===== src/rtl/max3421_spi_responder.sv =====
// -----------------------------------------------------------------------------
// max3421_spi_responder
// SPI mode-0 responder modelling the MAX3421 register interface. It decodes a
// command byte (addr = cmd[7:3], cmd[1] = 1 for write), then serves multi-byte
// register writes or reads on a 32x8 register file. The local port gives the
// system side direct access to the same registers.
//
// Optional feature: define MAX3421_SPI_RESP_AUTOINC_EN to step the register
// address by one (wrapping 31->0) after every data byte. Without it the
// address stays fixed for the whole transaction (FIFO-register behaviour).
//
// Ports
//   clk_in        system clock, at least 4x the sclk_in frequency
//   n_rst_in      asynchronous active-low reset
//   sclk_in       SPI clock from the master, idle low
//   n_ss_in       SPI select, active low
//   mosi_in       serial data in, MSB first
//   miso_out      serial data out, MSB first
//   miso_oe_out   tristate enable, high while selected
//   status_in     status byte shifted out during the command byte
//   loc_addr_in   local register address
//   loc_wr_in     local write strobe
//   loc_data_in   local write data
//   loc_data_out  regs[loc_addr_in], combinational
//   wr_valid_out  one-cycle pulse per completed SPI write byte
//   wr_addr_out   address of that write
//   wr_data_out   data of that write
// -----------------------------------------------------------------------------
module max3421_spi_responder #(
    parameter int NUM_REGS   = 32,
    parameter int SYNC_DEPTH = 2
) (
    input  logic       clk_in,
    input  logic       n_rst_in,
    input  logic       sclk_in,
    input  logic       n_ss_in,
    input  logic       mosi_in,
    output logic       miso_out,
    output logic       miso_oe_out,
    input  logic [7:0] status_in,
    input  logic [4:0] loc_addr_in,
    input  logic       loc_wr_in,
    input  logic [7:0] loc_data_in,
    output logic [7:0] loc_data_out,
    output logic       wr_valid_out,
    output logic [4:0] wr_addr_out,
    output logic [7:0] wr_data_out
);

    typedef enum logic [1:0] {IDLE, CMD, DATA} state_t;

    state_t                state;
    logic [SYNC_DEPTH-1:0] sclk_sync;
    logic [SYNC_DEPTH-1:0] ss_sync;
    logic [SYNC_DEPTH-1:0] mosi_sync;
    logic                  sclk_s;
    logic                  ss_s;
    logic                  mosi_s;
    logic                  sclk_prev;
    logic                  ss_prev;
    logic                  sclk_rise;
    logic                  sclk_fall;
    logic [7:0]            regs [NUM_REGS];
    logic [7:0]            rx;
    logic [7:0]            rx_next;
    logic [7:0]            tx;
    logic [2:0]            bit_cnt;
    logic [4:0]            addr;
    logic [4:0]            addr_next;
    logic                  dir;
    logic                  byte_done;
    logic                  spi_we;

    // ---- input synchronisers and edge detection ----
    // Select resets to deselected so leaving reset never looks like a select.
    always_ff @(posedge clk_in or negedge n_rst_in) begin
        if (!n_rst_in) begin
            sclk_sync <= '0;
            ss_sync   <= '1;
            mosi_sync <= '0;
            sclk_prev <= 1'b0;
            ss_prev   <= 1'b1;
        end else begin
            sclk_sync <= {sclk_sync[SYNC_DEPTH-2:0], sclk_in};
            ss_sync   <= {ss_sync[SYNC_DEPTH-2:0], n_ss_in};
            mosi_sync <= {mosi_sync[SYNC_DEPTH-2:0], mosi_in};
            sclk_prev <= sclk_s;
            ss_prev   <= ss_s;
        end
    end

    assign sclk_s    = sclk_sync[SYNC_DEPTH-1];
    assign ss_s      = ss_sync[SYNC_DEPTH-1];
    assign mosi_s    = mosi_sync[SYNC_DEPTH-1];
    assign sclk_rise = sclk_s & ~sclk_prev;
    assign sclk_fall = ~sclk_s & sclk_prev;
    assign rx_next   = {rx[6:0], mosi_s};

    // A byte completes on the 8th rising edge of an active transaction.
    assign byte_done = sclk_rise && !ss_s && (state != IDLE) && (bit_cnt == 3'd7);
    assign spi_we    = byte_done && (state == DATA) && dir;

`ifdef MAX3421_SPI_RESP_AUTOINC_EN
    assign addr_next = addr + 5'd1;
`else
    assign addr_next = addr;
`endif

    // ---- transaction FSM ----
    // tx holds the bits still to be driven; miso_out is the bit on the wire.
    always_ff @(posedge clk_in or negedge n_rst_in) begin
        if (!n_rst_in) begin
            state        <= IDLE;
            bit_cnt      <= 3'd0;
            rx           <= 8'h00;
            tx           <= 8'h00;
            addr         <= 5'd0;
            dir          <= 1'b0;
            miso_out     <= 1'b0;
            miso_oe_out  <= 1'b0;
            wr_valid_out <= 1'b0;
            wr_addr_out  <= 5'd0;
            wr_data_out  <= 8'h00;
        end else begin
            wr_valid_out <= 1'b0;
            if (ss_s) begin
                // Deselected: abandon any partial byte.
                state       <= IDLE;
                bit_cnt     <= 3'd0;
                miso_oe_out <= 1'b0;
                miso_out    <= 1'b0;
            end else begin
                case (state)
                    IDLE: begin
                        if (ss_prev) begin
                            state       <= CMD;
                            bit_cnt     <= 3'd0;
                            tx          <= {status_in[6:0], 1'b0};
                            miso_out    <= status_in[7];
                            miso_oe_out <= 1'b1;
                        end
                    end
                    default: begin
                        if (sclk_rise) begin
                            rx      <= rx_next;
                            bit_cnt <= bit_cnt + 3'd1;
                            if (bit_cnt == 3'd7) begin
                                if (state == CMD) begin
                                    addr  <= rx_next[7:3];
                                    dir   <= rx_next[1];
                                    state <= DATA;
                                    tx    <= regs[rx_next[7:3]];
                                end else begin
                                    if (dir) begin
                                        wr_valid_out <= 1'b1;
                                        wr_addr_out  <= addr;
                                        wr_data_out  <= rx_next;
                                    end
                                    // Reload reads the pre-write array: a
                                    // same-cycle local write is not seen.
                                    addr <= addr_next;
                                    tx   <= regs[addr_next];
                                end
                            end
                        end else if (sclk_fall) begin
                            miso_out <= tx[7];
                            tx       <= {tx[6:0], 1'b0};
                        end
                    end
                endcase
            end
        end
    end

    // ---- register file ----
    // Local write is suppressed when the SPI side writes the same address.
    always_ff @(posedge clk_in or negedge n_rst_in) begin
        if (!n_rst_in) begin
            for (int i = 0; i < NUM_REGS; i++) begin
                regs[i] <= 8'h00;
            end
        end else begin
            if (loc_wr_in && !(spi_we && (loc_addr_in == addr))) begin
                regs[loc_addr_in] <= loc_data_in;
            end
            if (spi_we) begin
                regs[addr] <= rx_next;
            end
        end
    end

    assign loc_data_out = regs[loc_addr_in];

endmodule


===== config.mk =====
export PLATFORM = sky130hd
export DESIGN_NAME = max3421_spi_responder
export DESIGN_NICKNAME = d
export VERILOG_FILES = /design/src/rtl/max3421_spi_responder.sv
export SDC_FILE = /design/constraint.sdc
export NUM_CORES = 1
export LEC_CHECK = 0
export ABC_AREA = 1
export CAP_MARGIN = 20
export CORE_MARGIN = 2
export CORE_UTILIZATION = 35
export CTS_CLUSTER_SIZE = 14
export DETAILED_ROUTE_END_ITERATION = 8
export SLEW_MARGIN = 10
export SYNTH_ARGS = -nofsm -noshare
export SYNTH_HDL_FRONTEND = slang
export SYNTH_SLANG_ARGS = --single-unit

===== constraint.sdc =====
create_clock -name clk_in -period 2.2 [get_ports clk_in]
set_clock_uncertainty 0.2 [all_clocks]
set_input_delay 0.44 -clock clk_in [delete_from_list [all_inputs] [get_ports clk_in]]
set_output_delay 0.44 -clock clk_in [all_outputs]
set_load 0.05 [all_outputs]

==> impl_metrics.toml <==
[worst_setup_path]
critPathTopFamily = "simple AND/OR/NAND/NOR gates"
crit_slowest_cell = "dfrtp_1"
cp-end-kind = "output port"
cp.depth = 6
start_kind = "flop"
crit_fanout = 3
critPathKind = "flop to output port"
r2r_cells = 18
path_cells = "inv_1 -> o22ai_1 -> o21ai_2 -> nand4_1 -> or2_4 -> buf_12"
critPathMaxStageDelay_ps = 390
crit_required_ps = 1560
arrival_ps = 2150
worst-path-buf-inv = 2

[global_route]
grt_pass1_wl_mm = 203.9
grt_overflow_total = 0
grt_pass1_vias = 27790
grtUsageTotal_pct = 44.62
grt_max_degree = 66
antenna_found_initial = 6

[sta]
finalSetupViolations = 276
finalCritPeriodShare_pct = 126.9
worst_pin_slew_ps = 673.0
grt_setup_unrepaired = "true"
postLayoutSetupSlackWorst_ps = -592.7
hold_violations = 0
drv_slew = 0
relSlewSlack_pct = 55.14
fmax_ghz = 0.3581
layout_min_cycle_time_ps = 2793

[hold_path]
min_path_type = "input port to flop"
whs_path_depth = 1

[clocking]
clk_latency_ps = 600
cts.root.buffer_cell = "clkbuf_16"
tritoncts = "yes"
clk_pin_slew_worst_paths_ps = 60
cts_sinks = 306
cts_max_path_buffers = 3
cts_made_buffers = 40
cts-htree-levels = 2

[synth]
synth-simple-area-share_pct = 40.46
synth.ff_latch_count = 306
synth_fp_nets = 3605
synth_top_area_share_pct = 34.54
syn_area_sq_um = 21950
ys_seq_area_share_pct = 34.90
yosys.area.top_type = "dfrtp_1"
synth_area_leaders = "dfrtp_1 (35%), nand2_1 (25%), nand3_1 (9.5%)"
synth_xor_area_share_pct = 0.1995
synth_compound_area_share_pct = 14.02
synthAdderAreaFrac_pct = 0.2280
synth.mux.area_fraction_pct = 0
avgSynthCellArea_sq_um = 6.142
yosysWarnings = 0
synthCells = 3574
synth_top_family_by_area = "simple AND/OR/NAND/NOR gates"
ys_types = 37

[routing]
viasPerCell = 5.923
ant_nets = 0
wirelength_mm = 149.4
wl_met2_mm = 59.77
vias = 30210
drt_iter0_markers = 4592
post-route-drc-count = 0
top_layer = "met5"
wl_met3_mm = 20.76
m1WireLength_mm = 55.05
drt-wirelength-per-cell_um = 29.29
first_pass_iters = 9

[power]
finalPower_uw = 28610
irDropWorstVdd_uv = 632.3
leakagePower_uw = 0.01795
p_per_area_nw_per_um2 = 792.1

[place]
place_hpwl_mm = 104.4
gp_congestion = 1.087
placed_area_sq_um = 28240
place_ws_ps = -1221
portBuffers = 50

[floorplan]
start_util_pct = 35.50
coreArea_sq_um = 61830
ios = 51
dieWidth_um = 254.4
die_h_um = 254.4
die-area_sq_um = 64740
rows = 91

[finish]
final_common_cell = "nand2_1"
drive_above_1_share_pct = 41.17
fin_area_sq_um = 36120
layout_common_cells = "nand2_1 (1157), buf_4 (490), dfrtp_1 (280), inv_1 (222), nand3_1 (217)"
area_growth_pct = 64.55
final_nets = 4262

[outcome]
violations = "negative setup slack"
outcome = "complete, but fails checks"

[flow_run]
cap_violations = 0
[registers in the layout (all words and copies together) (netlist names)]
name / cells
ss_sync: 2
state: 2
miso_out: 1
mosi_sync: 2
miso_oe_out: 1
wr_valid_out: 1
wr_data_out: 8
addr: 5
dir: 1
sclk_sync: 2
tx: 8
wr_addr_out: 5
sclk_prev: 1
bit_cnt: 3
regs: 256
ss_prev: 1
rx: 7
[kinds of logic after synthesis]
kind of cell / after synthesis
and+or+nand+nor: 2124
buffers and inverters: 573
adders and majority gates: 4
AOI/OAI and AO/OA: 562
DFF: 306
xor gates and xnor gates: 5
[Yosys cell counts]
master	instances
a21oi_1	65
a22o_1	6
a22oi_1	28
buf_1	12
buf_2	64
buf_4	1
clkbuf_1	139
clkbuf_2	1
clkinv_1	15
dfrtp_1	303
dfstp_2	3
ha_1	4
inv_1	323
inv_2	17
inv_4	1
nand2_1	1441
nand2_2	2
nand2_4	1
nand3_1	415
nand3_4	5
nand4_1	29
nor2_1	169
nor2_2	34
nor2_4	9
nor2_8	1
nor3_1	6
nor3_2	5
nor3_4	1
o2111a_1	2
o21ai_0	307
o21ai_1	50
o221ai_1	11
o22ai_1	92
o31ai_1	1
or2_2	6
xnor2_1	3
xor2_1	2
[metal layers]
layer	vias to the layer above	GRT usage, %
met5	-	0
met4	6	32.03
met3	691	14.01
met2	2466	63.59
met1	14200	56.82
li1	12850	-
[per-stage QoR]
stage	TNS (ps)	hold slack (ps)	utilization, %	instances
after CTS	-67150	58.48	55.06	5036
after detailed placement	-229740	135.5	45.67	4841
final	-70880	68.65	58.42	5100
after global placement	-224030	133.8	45.67	4841
after floorplan	-716.5	-55.59	-	3574
after global routing	-97090	60.91	58.41	5097
[cell type report]
cell class / count / area [sq um]
repair inverters: 5 / 38.79
multi-input cells: 2708 / 15700
fillers: 5782 / 25710
well taps: 837 / 1047
clock buffers: 51 / 1124
inverters: 356 / 1545
diodes: 3 / 7.507
clock inverters: 20 / 322.8
flip-flops and latches: 306 / 7692
repair buffers: 814 / 8646
[path summary, 6_finish.rpt]
path,to,startpoint,slack (ps)
worst max-delay path,loc_data_out[6],regs[182],-590
worst min-delay path,ss_sync[0],n_ss_in,70
worst max register to register,regs[14],bit_cnt[0],-370
worst min register to register,mosi_sync[1],mosi_sync[0],150
max in group asynchronous,regs[82],n_rst_in,900
min in group asynchronous,regs[223],n_rst_in,150
[repair_timing]
action	CTS	global route
setup endpoints to repair	280	283
gates resized for setup	1022	463
setup buffers	112	80
pin swaps	299	265
gates cloned	26	10
hold endpoints to repair	244	0
hold buffers	1	0
[report_power, final]
| part | total, uW | switching [uW] | internal, uW |
|---|---|---|---|
| Clock | 7480 | 2920 | 4560 |
| Combinational | 13300 | 8520 | 4800 |
| Sequential | 7810 | 1110 | 6700 |
| Total | 28600 | 12500 | 16100 |
(Power assumes the default switching activity.)
